`src/rtl/z_core_pkg.sv`:
```
// rtl/z_core_pkg.sv - shared encodings and opcode decode for the Z-Core control unit
package z_core_pkg;

  localparam logic [6:0] OP_R      = 7'b0110011;
  localparam logic [6:0] OP_I      = 7'b0010011;
  localparam logic [6:0] OP_LOAD   = 7'b0000011;
  localparam logic [6:0] OP_STORE  = 7'b0100011;
  localparam logic [6:0] OP_BRANCH = 7'b1100011;
  localparam logic [6:0] OP_JALR   = 7'b1100111;
  localparam logic [6:0] OP_JAL    = 7'b1101111;
  localparam logic [6:0] OP_LUI    = 7'b0110111;
  localparam logic [6:0] OP_AUIPC  = 7'b0010111;

  typedef enum logic [2:0] {
    ST_IDLE,
    ST_FETCH,
    ST_DECODE,
    ST_EXECUTE,
    ST_MEM,
    ST_WRITEBACK,
    ST_TRAP
  } state_e;

  localparam logic [1:0] PC_PLUS4  = 2'd0;
  localparam logic [1:0] PC_ALU    = 2'd1;
  localparam logic [1:0] PC_BRANCH = 2'd2;

  localparam logic [1:0] A_RS1  = 2'd0;
  localparam logic [1:0] A_PC   = 2'd1;
  localparam logic [1:0] A_ZERO = 2'd2;

  localparam logic B_RS2 = 1'b0;
  localparam logic B_IMM = 1'b1;

  localparam logic [1:0] WB_ALU = 2'd0;
  localparam logic [1:0] WB_MEM = 2'd1;
  localparam logic [1:0] WB_PC4 = 2'd2;

  localparam logic [1:0] CAUSE_NONE    = 2'd0;
  localparam logic [1:0] CAUSE_ILLEGAL = 2'd1;
  localparam logic [1:0] CAUSE_TIMEOUT = 2'd2;

  // funct3 010/011 have no branch meaning in RV32I
  function automatic logic is_legal(input logic [6:0] op, input logic [2:0] f3);
    logic ok;
    ok = 1'b0;
    case (op)
      OP_R, OP_I, OP_LOAD, OP_STORE, OP_JALR, OP_JAL, OP_LUI, OP_AUIPC: ok = 1'b1;
      OP_BRANCH: ok = (f3 != 3'b010) && (f3 != 3'b011);
      default: ok = 1'b0;
    endcase
    return ok;
  endfunction

endpackage

```
`src/rtl/z_core_mem_timer.sv`:
```
// rtl/z_core_mem_timer.sv - wait-cycle counter flagging a memory request that has gone unanswered
module z_core_mem_timer #(
  parameter int TIMEOUT_CYC = 255
) (
  input  logic clk,
  input  logic rstn,
  input  logic clr,
  input  logic en,
  output logic expired
);

  localparam int W = $clog2(TIMEOUT_CYC + 1);

  logic [W-1:0] cnt_q, cnt_d;

  always_comb begin
    cnt_d = cnt_q;
    if (clr) begin
      cnt_d = '0;
    end else if (en) begin
      cnt_d = cnt_q + W'(1);
    end
  end

  // Flags the waiting cycle that would bring the count to TIMEOUT_CYC
  assign expired = en && (cnt_q == W'(TIMEOUT_CYC - 1));

  always_ff @(posedge clk or negedge rstn) begin
    if (!rstn) begin
      cnt_q <= '0;
    end else begin
      cnt_q <= cnt_d;
    end
  end

endmodule

```
`src/rtl/z_core_control_unit.sv`:
```
// rtl/z_core_control_unit.sv - multi-cycle RV32I sequencer driving datapath selects, enables and memory handshake
module z_core_control_unit
  import z_core_pkg::*;
#(
  parameter int TIMEOUT_CYC = 255
) (
  input  logic        clk,
  input  logic        rstn,
  input  logic [6:0]  opcode,
  input  logic [2:0]  funct3,
  input  logic        branch_taken,
  input  logic        mem_ready,
  output logic        mem_req,
  output logic        mem_we,
  output logic        addr_sel,
  output logic        ir_we,
  output logic        pc_we,
  output logic [1:0]  pc_src,
  output logic [1:0]  alu_a_sel,
  output logic        alu_b_sel,
  output logic        rf_we,
  output logic [1:0]  wb_sel,
  output logic        trap,
  output logic [1:0]  trap_cause,
  output logic [31:0] instret
);

  state_e      state_q, state_d;
  logic [1:0]  cause_q, cause_d;
  logic [31:0] instret_q, instret_d;
  logic        waiting, expired;
  logic [1:0]  op_a_sel;
  logic        op_b_sel;
  logic        is_jump;

  assign waiting = (state_q == ST_FETCH) || (state_q == ST_MEM);
  assign is_jump = (opcode == OP_JAL) || (opcode == OP_JALR);

  z_core_mem_timer #(.TIMEOUT_CYC(TIMEOUT_CYC)) u_mem_timer (
    .clk     (clk),
    .rstn    (rstn),
    .clr     (!waiting || mem_ready),
    .en      (waiting && !mem_ready),
    .expired (expired)
  );

  always_comb begin
    op_a_sel = A_RS1;
    op_b_sel = B_IMM;
    case (opcode)
      OP_R, OP_BRANCH:  op_b_sel = B_RS2;
      OP_LUI:           op_a_sel = A_ZERO;
      OP_AUIPC, OP_JAL: op_a_sel = A_PC;
      default:          op_a_sel = A_RS1;
    endcase
  end

  always_comb begin
    state_d   = state_q;
    cause_d   = cause_q;
    mem_req   = 1'b0;
    mem_we    = 1'b0;
    addr_sel  = 1'b0;
    ir_we     = 1'b0;
    pc_we     = 1'b0;
    pc_src    = PC_PLUS4;
    alu_a_sel = A_RS1;
    alu_b_sel = B_RS2;
    rf_we     = 1'b0;
    wb_sel    = WB_ALU;
    case (state_q)
      ST_IDLE: state_d = ST_FETCH;
      ST_FETCH: begin
        mem_req = 1'b1;
        if (mem_ready) begin
          ir_we   = 1'b1;
          state_d = ST_DECODE;
        end else if (expired) begin
          state_d = ST_TRAP;
          cause_d = CAUSE_TIMEOUT;
        end
      end
      ST_DECODE: begin
        if (is_legal(opcode, funct3)) begin
          state_d = ST_EXECUTE;
        end else begin
          state_d = ST_TRAP;
          cause_d = CAUSE_ILLEGAL;
        end
      end
      ST_EXECUTE: begin
        alu_a_sel = op_a_sel;
        alu_b_sel = op_b_sel;
        if (opcode == OP_BRANCH) begin
          pc_we   = 1'b1;
          pc_src  = branch_taken ? PC_BRANCH : PC_PLUS4;
          state_d = ST_FETCH;
        end else if ((opcode == OP_LOAD) || (opcode == OP_STORE)) begin
          state_d = ST_MEM;
        end else begin
          state_d = ST_WRITEBACK;
        end
      end
      ST_MEM: begin
        mem_req   = 1'b1;
        addr_sel  = 1'b1;
        mem_we    = (opcode == OP_STORE);
        alu_a_sel = op_a_sel;
        alu_b_sel = op_b_sel;
        if (mem_ready) begin
          if (opcode == OP_STORE) begin
            pc_we   = 1'b1;
            state_d = ST_FETCH;
          end else begin
            state_d = ST_WRITEBACK;
          end
        end else if (expired) begin
          state_d = ST_TRAP;
          cause_d = CAUSE_TIMEOUT;
        end
      end
      ST_WRITEBACK: begin
        rf_we   = 1'b1;
        pc_we   = 1'b1;
        pc_src  = is_jump ? PC_ALU : PC_PLUS4;
        wb_sel  = (opcode == OP_LOAD) ? WB_MEM : (is_jump ? WB_PC4 : WB_ALU);
        state_d = ST_FETCH;
      end
      ST_TRAP: state_d = ST_TRAP;
      default: state_d = ST_IDLE;
    endcase
  end

  // Every retiring path asserts pc_we, and TRAP never does
  always_comb begin
    instret_d = instret_q + {31'b0, pc_we};
  end

  always_ff @(posedge clk or negedge rstn) begin
    if (!rstn) begin
      state_q   <= ST_IDLE;
      cause_q   <= CAUSE_NONE;
      instret_q <= '0;
    end else begin
      state_q   <= state_d;
      cause_q   <= cause_d;
      instret_q <= instret_d;
    end
  end

  assign trap       = (state_q == ST_TRAP);
  assign trap_cause = cause_q;
  assign instret    = instret_q;

endmodule

```
`config.mk`:
```
export PLATFORM = sky130hd
export DESIGN_NAME = z_core_control_unit
export DESIGN_NICKNAME = d
export VERILOG_FILES = /design/src/rtl/z_core_pkg.sv /design/src/rtl/z_core_mem_timer.sv /design/src/rtl/z_core_control_unit.sv
export SDC_FILE = /design/constraint.sdc
export NUM_CORES = 1
export LEC_CHECK = 0
export ABC_AREA = 1
export CAP_MARGIN = 20
export CELL_PAD_IN_SITES_DETAIL_PLACEMENT = 1
export CELL_PAD_IN_SITES_GLOBAL_PLACEMENT = 1
export CORE_ASPECT_RATIO = 0.7
export CORE_MARGIN = 8
export CORE_UTILIZATION = 46
export DETAILED_ROUTE_END_ITERATION = 10
export DONT_BUFFER_PORTS = 1
export PLACE_DENSITY_LB_ADDON = 0.1
export SLEW_MARGIN = 25
export SYNTH_ARGS = -nofsm -noshare
export SYNTH_HDL_FRONTEND = slang
export SYNTH_SLANG_ARGS = --single-unit
export TNS_END_PERCENT = 100
```
`constraint.sdc`:
```
create_clock -name clk -period 2.6 [get_ports clk]
set_input_delay 0.13 -clock clk [delete_from_list [all_inputs] [get_ports clk]]
set_output_delay 0.13 -clock clk [all_outputs]
set_load 0.03 [all_outputs]
```
==> insert_results.sql <==
INSERT INTO impl_metrics (metric_group, metric, value, unit) VALUES
('timing', 'clock_skew', '0.007263', 'ns'),
('final_layout', 'areaGrowthSynthToFinish', '13.15', '%'),
('place', 'detailed_place_hpwl', '5751', 'um'),
('clocking', 'cts_tree', 'built', ''),
('synth', 'synth_enable_flop_cells', '0', ''),
('place', 'port-buffer-count', '0', ''),
('final_layout', 'area.sequential', '1126', 'um^2'),
('clocking', 'clock_insertion_delay_worst_skew', '0.30', 'ns'),
('clocking', 'cts_buffer_depth', '2', ''),
('synth', 'cell_types_with_the_largest_area_share_after_synthesis', 'sky130_fd_sc_hd__dfrtp_1 44%, sky130_fd_sc_hd__nand2_1 12%, sky130_fd_sc_hd__xor2_1 7.8%, sky130_fd_sc_hd__nor2_1 7.6%, sky130_fd_sc_hd__inv_1 5.7%', ''),
('synth', 'avgSynthCellArea', '7.814', 'um^2'),
('route', 'detail_route.drc_violations', '0', ''),
('clocking', 'clock_sinks', '45', ''),
('clocking', 'clk_pin_slew', '0.09', 'ns'),
('floorplanning', 'die_width', '105.5', 'um'),
('place', 'post-place-ws', '0.1857', 'ns'),
('synth', 'seq_area_frac_synth', '0.4367', ''),
('critical_path', 'path_max_fanout', '4', ''),
('floorplanning', 'top_level_ports', '62', ''),
('pwr', 'irDropWorstVdd', '0.4924', 'mV'),
('hold_path', 'min-delay-path-class', 'in2reg', ''),
('timing', 'final_layout_setup_total_negative_slack', '0', 'ns'),
('synth', 'synthesis.area', '2579', 'um^2'),
('hold_path', 'min_to', 'u_mem_timer.cnt_q[1]', ''),
('synth', 'yosysMostFrequentCell', 'sky130_fd_sc_hd__nand2_1', ''),
('status', 'status', 'complete, no violations', ''),
('clocking', 'cts_made_buffers', '5', ''),
('final_layout', 'final_layout_size_suffix_gt1_frac', '0.1171', ''),
('global_route', 'globalRoute.totalOverflow', '0', ''),
('synth', 'yosysUniqueCellTypes', '25', ''),
('critical_path', 'timing.rr.start', 'state_q[1]', ''),
('final_layout', 'antennaDiodeCount', '0', ''),
('critical_path', 'timing.reg2reg.setup_slack', '0.19', 'ns'),
('timing', 'worst_slew_pin_slew', '0.6245', 'ns'),
('timing', 'rsz0062_at_grt', 'no', ''),
('route', 'detail-route-antenna-nets', '0', ''),
('global_route', 'number_of_antenna_violations_at_the_first_check_in_global_routing', '0', ''),
('timing', 'timing.final.crit_share', '0.9286', ''),
('hold_path', 'hold_path.startpoint', 'mem_ready', ''),
('job', 'max-cap-violations', '0', ''),
('global_route', 'grt_pass1_vias', '2314', ''),
('route', 'wire_per_inst', '17.07', 'um'),
('synth', 'postSynthCellCount', '330', ''),
('global_route', 'maximum_number_of_pins_on_one_net_before_global_route_repair', '46', ''),
('floorplanning', 'die_area', '8296', 'um^2'),
('route', 'firstDrtPassIters', '4', ''),
('synth', 'postSynth.asyncResetShare', '1.000', ''),
('synth', 'yosys_warnings', '0', ''),
('synth', 'ys_ff_latch', '45', ''),
('critical_path', 'setup.worst_path.class', 'reg2reg', ''),
('clocking', 'ctsHtreeMaxLevel', '2', ''),
('pwr', 'power_density', '756.5', 'nW/um^2'),
('final_layout', 'number_of_fillers_in_the_final_layout', '677', ''),
('critical_path', 'worst-endpoint-arrival', '2.61', 'ns'),
('critical_path', 'worst-endpoint-required', '2.79', 'ns'),
('synth', 'syn_nets', '348', ''),
('global_route', 'gr-usage-all-layers', '0.1789', ''),
('floorplanning', 'total_number_of_placement_rows', '22', ''),
('final_layout', 'layout.core_utilization', '0.5492', ''),
('floorplanning', 'floorplan.initialDensity', '0.4854', ''),
('synth', 'synth_top_cell_area_share', '0.4367', ''),
('synth', 'synth_top_area_cell', 'sky130_fd_sc_hd__dfrtp_1', ''),
('final_layout', 'multi_input_area', '1305', 'um^2'),
('critical_path', 'worst_setup_path_start_kind', 'register', ''),
('floorplanning', 'die_height', '78.64', 'um'),
('route', 'routed_wirelength', '7202', 'um'),
('timing', 'fmaxAchievable', '0.4142', 'GHz'),
('timing', 'post-route-worst-setup-slack', '0.1858', 'ns'),
('clocking', 'clock_tree.root_cell', 'sky130_fd_sc_hd__clkbuf_8', ''),
('critical_path', 'end_kind', 'register', ''),
('global_route', 'grt_first_pass_wirelength', '11950', 'um');
==> registers in the layout, indices dropped and copies added (netlist names) <==
register / count
state_q: 3
instret: 32
trap_cause: 2
u_mem_timer.cnt_q: 8
==> per-stage QoR <==
stage | total power, mW | cells | hold WS [ns] | instance area [um^2]
after floorplan | 1.418 | 330 | -0.1656 | 2579
after global placement | 1.559 | 412 | -0.1645 | 2744
after detailed placement | 1.575 | 412 | -0.1646 | 2744
after CTS | 2.231 | 422 | 0.1045 | 2915
after global routing | 2.329 | 422 | 0.1107 | 2918
final | 2.207 | 422 | 0.1115 | 2918
==> logic make-up (layout without fill, tap and decap cells) <==
logic type      count (synthesis)  count (layout)  share of synthesized area
xor+xnor                       30              30                     0.1019
compound gates                  8               8                    0.01650
buf+inv                        40              60                    0.05822
flops                          45              45                     0.4367
fa+ha+maj                       4               4                    0.01941
simple gates                  203             203                     0.3673
==> power breakdown <==
group          internal (mW)  leakage [nW]  total, mW  switching (mW)
registers              0.784         0.584       1.00           0.216
clock network          0.382        0.0681      0.633           0.251
logic                  0.173         0.748      0.574           0.402
==> routing by layer <==
layer,global-route usage,share of wire,wire length [um]
met2,0.2663,0.42,3046
met5,0,0,0
met3,0.07586,0.11,781
met4,0.03357,0.0032,23
met1,0.2381,0.47,3351
==> timing repair <==
item,in CTS,in global routing
resized for setup,0,1
setup endpoints to repair,0,1
hold buffers,2,0
buffers inserted,0,0
hold endpoints to repair,45,0
==> worst max-delay path by stage <==
stage / endpoint / slack (ns) / cells past startpoint
2_1_floorplan: instret[30] / 0.07 / 11
3_3_place_gp: instret[30] / 0.29 / 11
3_5_place_dp: instret[30] / 0.19 / 13
4_1_cts: instret[30] / 0.17 / 11
5_1_grt: instret[30] / 0.0008 / 11
6_report: instret[30] / 0.19 / 11
==> layout by cell type (no fill, tap or decap), drive strengths merged <==
cell,synthesis,routed
nand2,84,84
nor2,60,60
dfrtp,45,45
inv,40,40
nor3,24,24
xor2,23,23
nand3,21,21
buf,0,11
xnor2,7,7
o21ai,5,5
clkbuf,0,5
nor3b,5,5
nand4,4,4
ha,4,4
a21oi,2,2
nor4,2,2
nand3b,2,2
bufinv,0,2
o211ai,1,1
and3,1,1
clkinv,0,1
dlygate4sd3,0,1
==> final cells by class <==
type                            instances  area share
Sequential cell                        45      0.3859
Timing Repair Buffer                   12     0.03859
Inverter                               40     0.05146
Clock inverter                          3     0.02230
Clock buffer                            5     0.02358
Tap cell                               72     0.03087
Multi-Input combinational cell        245      0.4473
==> worst max-delay path, stage by stage, from the launching register on <==
cell and delay, ns:
sky130_fd_sc_hd__dfrtp_1 0.43, sky130_fd_sc_hd__inv_1 0.14, sky130_fd_sc_hd__nand3_2 0.10, sky130_fd_sc_hd__o211ai_1 0.25
sky130_fd_sc_hd__ha_1 0.25, sky130_fd_sc_hd__ha_1 0.22, sky130_fd_sc_hd__nand2_1 0.10, sky130_fd_sc_hd__inv_1 0.10
sky130_fd_sc_hd__nand2_1 0.13, sky130_fd_sc_hd__nor2_1 0.29, sky130_fd_sc_hd__nand3b_1 0.14, sky130_fd_sc_hd__xor2_1 0.15
No activity file was read; power rests on OpenSTA's default activity.
